==> src/rtl/fetch_pkg.sv <==
// fetch_pkg: shared types and constants for the fetch unit.
// Opcodes, fetch FSM states and the default PC width.
package fetch_pkg;

  localparam int PC_W_DEF = 9;

  localparam logic [5:0] OP_ADD = 6'd0;
  localparam logic [5:0] OP_SUB = 6'd1;
  localparam logic [5:0] OP_MUL = 6'd2;
  localparam logic [5:0] OP_AND = 6'd3;
  localparam logic [5:0] OP_OR  = 6'd4;
  localparam logic [5:0] OP_XOR = 6'd5;
  localparam logic [5:0] OP_NOT = 6'd6;
  localparam logic [5:0] OP_NOR = 6'd7;
  localparam logic [5:0] OP_SLA = 6'd8;
  localparam logic [5:0] OP_SRA = 6'd9;
  localparam logic [5:0] OP_SLL = 6'd10;
  localparam logic [5:0] OP_SRL = 6'd11;
  localparam logic [5:0] OP_BEQ = 6'd14;
  localparam logic [5:0] OP_J   = 6'd20;
  localparam logic [5:0] OP_JR  = 6'd21;
  localparam logic [5:0] OP_JAL = 6'd22;

  typedef enum logic [1:0] {
    IDLE,
    FETCH,
    FULL
  } state_e;

  function automatic logic is_jump(
    input logic [31:0] ins
  );
    return ins[31:26] == OP_J;
  endfunction

endpackage

==> src/rtl/fetch_fifo.sv <==
// fetch_fifo: prefetch FIFO holding {pc, instruction} entries.
// Ports: clk_i/rst_i, push_i+wdata_i, pop_i, flush_i, rdata_o/valid_o/count_o.
module fetch_fifo #(
  parameter int W     = 32,
  parameter int DEPTH = 4,
  localparam int AW   = $clog2(DEPTH),
  localparam int CW   = AW + 1
) (
  input  logic          clk_i,
  input  logic          rst_i,
  input  logic          push_i,
  input  logic [W-1:0]  wdata_i,
  input  logic          pop_i,
  input  logic          flush_i,
  output logic [W-1:0]  rdata_o,
  output logic          valid_o,
  output logic [CW-1:0] count_o
);

  logic [W-1:0]  mem_q [DEPTH];
  logic [AW-1:0] wr_q, rd_q;
  logic [CW-1:0] cnt_q;
  logic          do_pop;

  assign do_pop = pop_i && (cnt_q != '0);

  always_ff @(posedge clk_i or posedge rst_i) begin
    if (rst_i) begin
      wr_q  <= '0;
      rd_q  <= '0;
      cnt_q <= '0;
    end else if (flush_i) begin
      wr_q  <= '0;
      rd_q  <= '0;
      cnt_q <= '0;
    end else begin
      if (push_i) wr_q <= wr_q + 1'b1;
      if (do_pop) rd_q <= rd_q + 1'b1;
      cnt_q <= cnt_q + CW'(push_i) - CW'(do_pop);
    end
  end

  always_ff @(posedge clk_i) begin
    if (push_i && !flush_i) mem_q[wr_q] <= wdata_i;
  end

  assign valid_o = cnt_q != '0;
  // Empty FIFO shows zeros so the head reads 0 out of reset.
  assign rdata_o = valid_o ? mem_q[rd_q] : '0;
  assign count_o = cnt_q;

endmodule

==> src/rtl/instr_fetch.sv <==
// instr_fetch: PC generator, imem requester and prefetch FIFO front end.
// Ports: clk/reset/run, imem_en/addr/rdata, instr_valid/ready/instruction/
// instr_pc, redirect_valid/pc, fifo_count. Option: FETCH_JUMP_PREDECODE_EN.
module instr_fetch
  import fetch_pkg::*;
#(
  parameter int              PC_W       = PC_W_DEF,
  parameter int              FIFO_DEPTH = 4,
  parameter logic [PC_W-1:0] RESET_PC   = '0
) (
  input  logic                        clk,
  input  logic                        reset,
  input  logic                        run,
  output logic                        imem_en,
  output logic [PC_W-1:0]             imem_addr,
  input  logic [31:0]                 imem_rdata,
  output logic                        instr_valid,
  input  logic                        instr_ready,
  output logic [31:0]                 instruction,
  output logic [PC_W-1:0]             instr_pc,
  input  logic                        redirect_valid,
  input  logic [PC_W-1:0]             redirect_pc,
  output logic [$clog2(FIFO_DEPTH):0] fifo_count
);

  localparam int CW = $clog2(FIFO_DEPTH) + 1;

  state_e          state_q, state_d;
  logic [PC_W-1:0] pc_q, pc_d;
  logic [PC_W-1:0] ipc_q;
  logic            infl_q, infl_d;
  logic            push, pop, jump;
  logic [PC_W-1:0] jump_pc;
  logic [CW:0]     need;
  logic            room;
  logic [PC_W+31:0] head;

  // A redirect discards the response arriving this cycle.
  assign push = infl_q && !redirect_valid;
  assign pop  = instr_valid && instr_ready;

`ifdef FETCH_JUMP_PREDECODE_EN
  assign jump    = push && is_jump(imem_rdata);
  assign jump_pc = imem_rdata[PC_W-1:0];
`else
  assign jump    = 1'b0;
  assign jump_pc = '0;
`endif

  always_comb begin
    imem_en = 1'b0;
    unique case (state_q)
      IDLE:  imem_en = 1'b0;
      FETCH: imem_en = run;
      FULL:  imem_en = 1'b0;
      default: imem_en = 1'b0;
    endcase

    infl_d = imem_en && !redirect_valid && !jump;

    // Occupancy after this edge plus the next cycle's request
    // must fit, so every response has a slot when it returns.
    need = {1'b0, fifo_count}
         + (CW+1)'(push)
         + (CW+1)'(infl_d)
         + (CW+1)'(1)
         - (CW+1)'(pop);
    room = need <= (CW+1)'(FIFO_DEPTH);

    pc_d = pc_q;
    if (redirect_valid)   pc_d = redirect_pc;
    else if (jump)        pc_d = jump_pc;
    else if (imem_en)     pc_d = pc_q + 1'b1;

    state_d = state_q;
    if (redirect_valid)   state_d = run ? FETCH : IDLE;
    else if (!run)        state_d = IDLE;
    else                  state_d = room ? FETCH : FULL;
  end

  always_ff @(posedge clk or posedge reset) begin
    if (reset) begin
      state_q <= IDLE;
      pc_q    <= RESET_PC;
      infl_q  <= 1'b0;
      ipc_q   <= '0;
    end else begin
      state_q <= state_d;
      pc_q    <= pc_d;
      infl_q  <= infl_d;
      if (imem_en) ipc_q <= pc_q;
    end
  end

  assign imem_addr = pc_q;

  fetch_fifo #(
    .W     (PC_W + 32),
    .DEPTH (FIFO_DEPTH)
  ) u_fifo (
    .clk_i   (clk),
    .rst_i   (reset),
    .push_i  (push),
    .wdata_i ({ipc_q, imem_rdata}),
    .pop_i   (pop),
    .flush_i (redirect_valid),
    .rdata_o (head),
    .valid_o (instr_valid),
    .count_o (fifo_count)
  );

  assign {instr_pc, instruction} = head;

endmodule

==> config.mk <==
export PLATFORM = sky130hd
export DESIGN_NAME = instr_fetch
export DESIGN_NICKNAME = d
export VERILOG_FILES = /design/src/rtl/fetch_pkg.sv /design/src/rtl/fetch_fifo.sv /design/src/rtl/instr_fetch.sv
export SDC_FILE = /design/constraint.sdc
export NUM_CORES = 1
export LEC_CHECK = 0
export ABC_AREA = 1
export CAP_MARGIN = 20
export CORE_MARGIN = 1.5
export CORE_UTILIZATION = 59
export CTS_CLUSTER_DIAMETER = 60
export DETAILED_ROUTE_END_ITERATION = 10
export PLACE_DENSITY = 0.84
export SLEW_MARGIN = 40
export SYNTH_ARGS = -nofsm -noshare
export SYNTH_HDL_FRONTEND = slang
export SYNTH_SLANG_ARGS = --single-unit
==> constraint.sdc <==
create_clock -name clk -period 7.9 [get_ports clk]
set_input_delay 1.185 -clock clk [delete_from_list [all_inputs] [get_ports clk]]
set_output_delay 1.185 -clock clk [all_outputs]
set_load 0.01 [all_outputs]
==> impl_metrics.csv <==
group,metric,value,unit
floorplanning,initial_core_util,60.2,%
global_route,grt-busiest-layer,"met2",
timing,rsz0062_at_grt,"no",
yosys,yosys_warnings,0,
critical_path,end_kind,"flop",
global_route,grt_pass1_wl,27.0,mm
yosys,synthCells,698,
floorplanning,core_area,0.0131,sq mm
yosys,yosysTopAreaCell,"edfxtp_1",
timing,drv_slew,0,
clock_tree,clk_latency,0.42,ns
final_layout,final_common_cell,"nor2_1",
timing,tns,0,ns
global_route,grt_pass1_vias,5422,
detailed_routing,ant_nets,0,
clock_tree,ctsHoldBuffers,0,
clock_tree,htree_levels,4,
clock_tree,clock-sinks,192,
clock_tree,root_buffer,"clkbuf_16",
power_and_ir_drop,power.density,318,mW/mm^2
detailed_routing,viasPerCell,5.58,
min_path,whs_endpoint,"u_fifo.mem_q[1][38]",
clock_tree,clkTransAtPathRegs,0.06,ns
critical_path,worstSetupStartpointType,"input pin",
yosys,synth.top_cell.area_share,62.3,%
yosys,synth.avg_cell_area,11.3,sq um
final_layout,nNetsFinal,848,
job,cap_violations,0,
critical_path,reg2reg_slack,4.46,ns
floorplanning,rows,42,
detailed_routing,vias,5460,
timing,clock_skew,0.00727,ns
critical_path,path_max_fanout,22,
yosys,seq_area_frac_synth,71.1,%
timing,max_freq,234,MHz
global_route,grt_overflow_total,0,
yosys,synth_fp_nets,756,
clock_tree,ctsResizeCount,0,
critical_path,r2r_end,"state_q[1]",
final_layout,antenna_cells,0,
placed_design,placed_area,0.00904,sq mm
timing,setup_viol,0,
yosys,synth_cell_types,18,
placed_design,port_buffers,100,
final_layout,fin_area,0.00967,sq mm
detailed_routing,drc_errors,0,
clock_tree,cts_buffers,17,
run_status,status,"complete, no violations",
detailed_routing,initialDrtViolationCount,451,
timing,tightest_slew,0.691,ns
placed_design,routabilityCongestion,0.817,
global_route,grt_use_met1,32.1,%
final_layout,layout_common_cells,"nor2_1, edfxtp_1, clkdlybuf4s50_1, nand2_1, o21ai_0",
clock_tree,cts_tree,"built",
power_and_ir_drop,power,3.08,mW
min_path,hold_path_class,"reg2reg",
power_and_ir_drop,max-vdd-ir-drop,216,uV
timing,slew_headroom,54.0,%
placed_design,place_hpwl,9.44,mm
global_route,grt_max_degree,86,
detailed_routing,routedWlPerCell,17.0,um
final_layout,layout-drive-gt1-share,5.98,%
final_layout,fin_util,73.6,%
yosys,synth-seq-cells,192,
yosys,ys_top_cells_by_area,"edfxtp_1, dfrtp_1, nor2_1, nand2_1, o21ai_0",
floorplanning,dieArea,0.0141,sq mm
timing,hold_viol,0,
global_route,antenna_found_initial,0,
min_path,worstHoldPathCells,0,
min_path,min_from,"ipc_q[6]",
critical_path,timing.rr.start,"state_q[1]",
power_and_ir_drop,total_leakage_power,3.58,nW
floorplanning,die_y,119,um
global_route,grt_util_met2,42.9,%
critical_path,arrival,4.64,ns
detailed_routing,drt_wl_total,16.7,mm
global_route,track_usage,24.9,%
critical_path,critical_path_class,"in2reg",
yosys,syn-cell-area,0.00791,sq mm
clock_tree,clockBufferDepth,2,
timing,period_minus_slack,4.28,ns
floorplanning,dieWidth,119,um
detailed_routing,first_pass_iters,6,
critical_path,cp.required,8.26,ns
clock_tree,post_cts_buffers,0,
critical_path,reg2reg_depth,14,
floorplanning,ios,101,
timing,whs,0.525,ns
global_route,grt.met3_usage,4.83,%
final_layout,syn_to_final_growth,22.2,%
timing,fin_crit_sh,54.1,%
==> state kept, by name (all words and copies together), names as in the netlist <==
name,flops
infl_q,1
u_fifo.rd_q,2
ipc_q,9
imem_addr,9
u_fifo.mem_q,164
u_fifo.count_o,3
u_fifo.wr_q,2
state_q,2
==> cell families after synthesis <==
family | synth area share [%]
fa+ha+maj | 2.18
compound gates | 8.78
flops | 71.1
buf+inv | 4.27
xor+xnor | 0.111
simple gates | 13.5
==> how the worst max path moves through the flow <==
stage | from | endpoint | slack (ns) | depth (start not counted)
finish | run | state_q[1] | 3.62 | 14
global route | run | state_q[1] | 3.29 | 14
CTS | u_fifo.rd_q[0] | instruction[0] | 3.62 | 6
detailed placement | run | state_q[1] | 3.22 | 14
global placement | run | state_q[1] | 3.28 | 14
floorplan | redirect_valid | u_fifo.mem_q[0][0] | 4.38 | 3
==> synth_stat cells (all sizes together) <==
cell and count:
a21oi 43, a22o 1, buf 19, clkbuf 17
dfrtp 28, edfxtp 164, fa 3, ha 9
inv 42, nand2 70, nand3 23, nor2 184
o21ai 94, xor2 1
==> final cells by class <==
cell class                      count  area (sq um)
Clock inverter                     15           174
Clock buffer                       17           425
Inverter                           42           158
Timing Repair Buffer              109          1080
Sequential cell                   192          5630
Fill cell                         847          3470
Tap cell                          176           220
Multi-Input combinational cell    428          1970
==> critical path, stage by stage <==
cell	delay [ns]
clkdlybuf4s50_1	0.47
nand3_1	0.49
nor2_1	0.69
inv_1	0.14
fa_1	0.52
inv_1	0.05
ha_1	0.20
fa_1	0.49
inv_1	0.04
nand2_1	0.06
nand3_1	0.08
nand2_1	0.08
nand2_1	0.05
nor2_1	0.09
==> stage by stage <==
stage / setup slack, ns / std cells
final: 3.62 / 979
after global routing: 3.29 / 979
after CTS: 3.62 / 978
after detailed placement: 3.22 / 946
after global placement: 3.28 / 946
after floorplan: 4.38 / 698
==> power by group <==
group | total (mW) | switching, mW | leakage (nW) | internal (mW)
logic | 0.964 | 0.536 | 1.44 | 0.428
clock network | 0.863 | 0.341 | 0.307 | 0.522
registers | 1.25 | 0.0726 | 1.83 | 1.18
==> per-layer routing <==
metal | routed length [um] | part of all wire, %
met4 | 329 | 2.0
met2 | 8480 | 51
met3 | 1090 | 6.5
met1 | 6790 | 41
met5 | 0 | 0
Power figures use the tool's default switching activity.
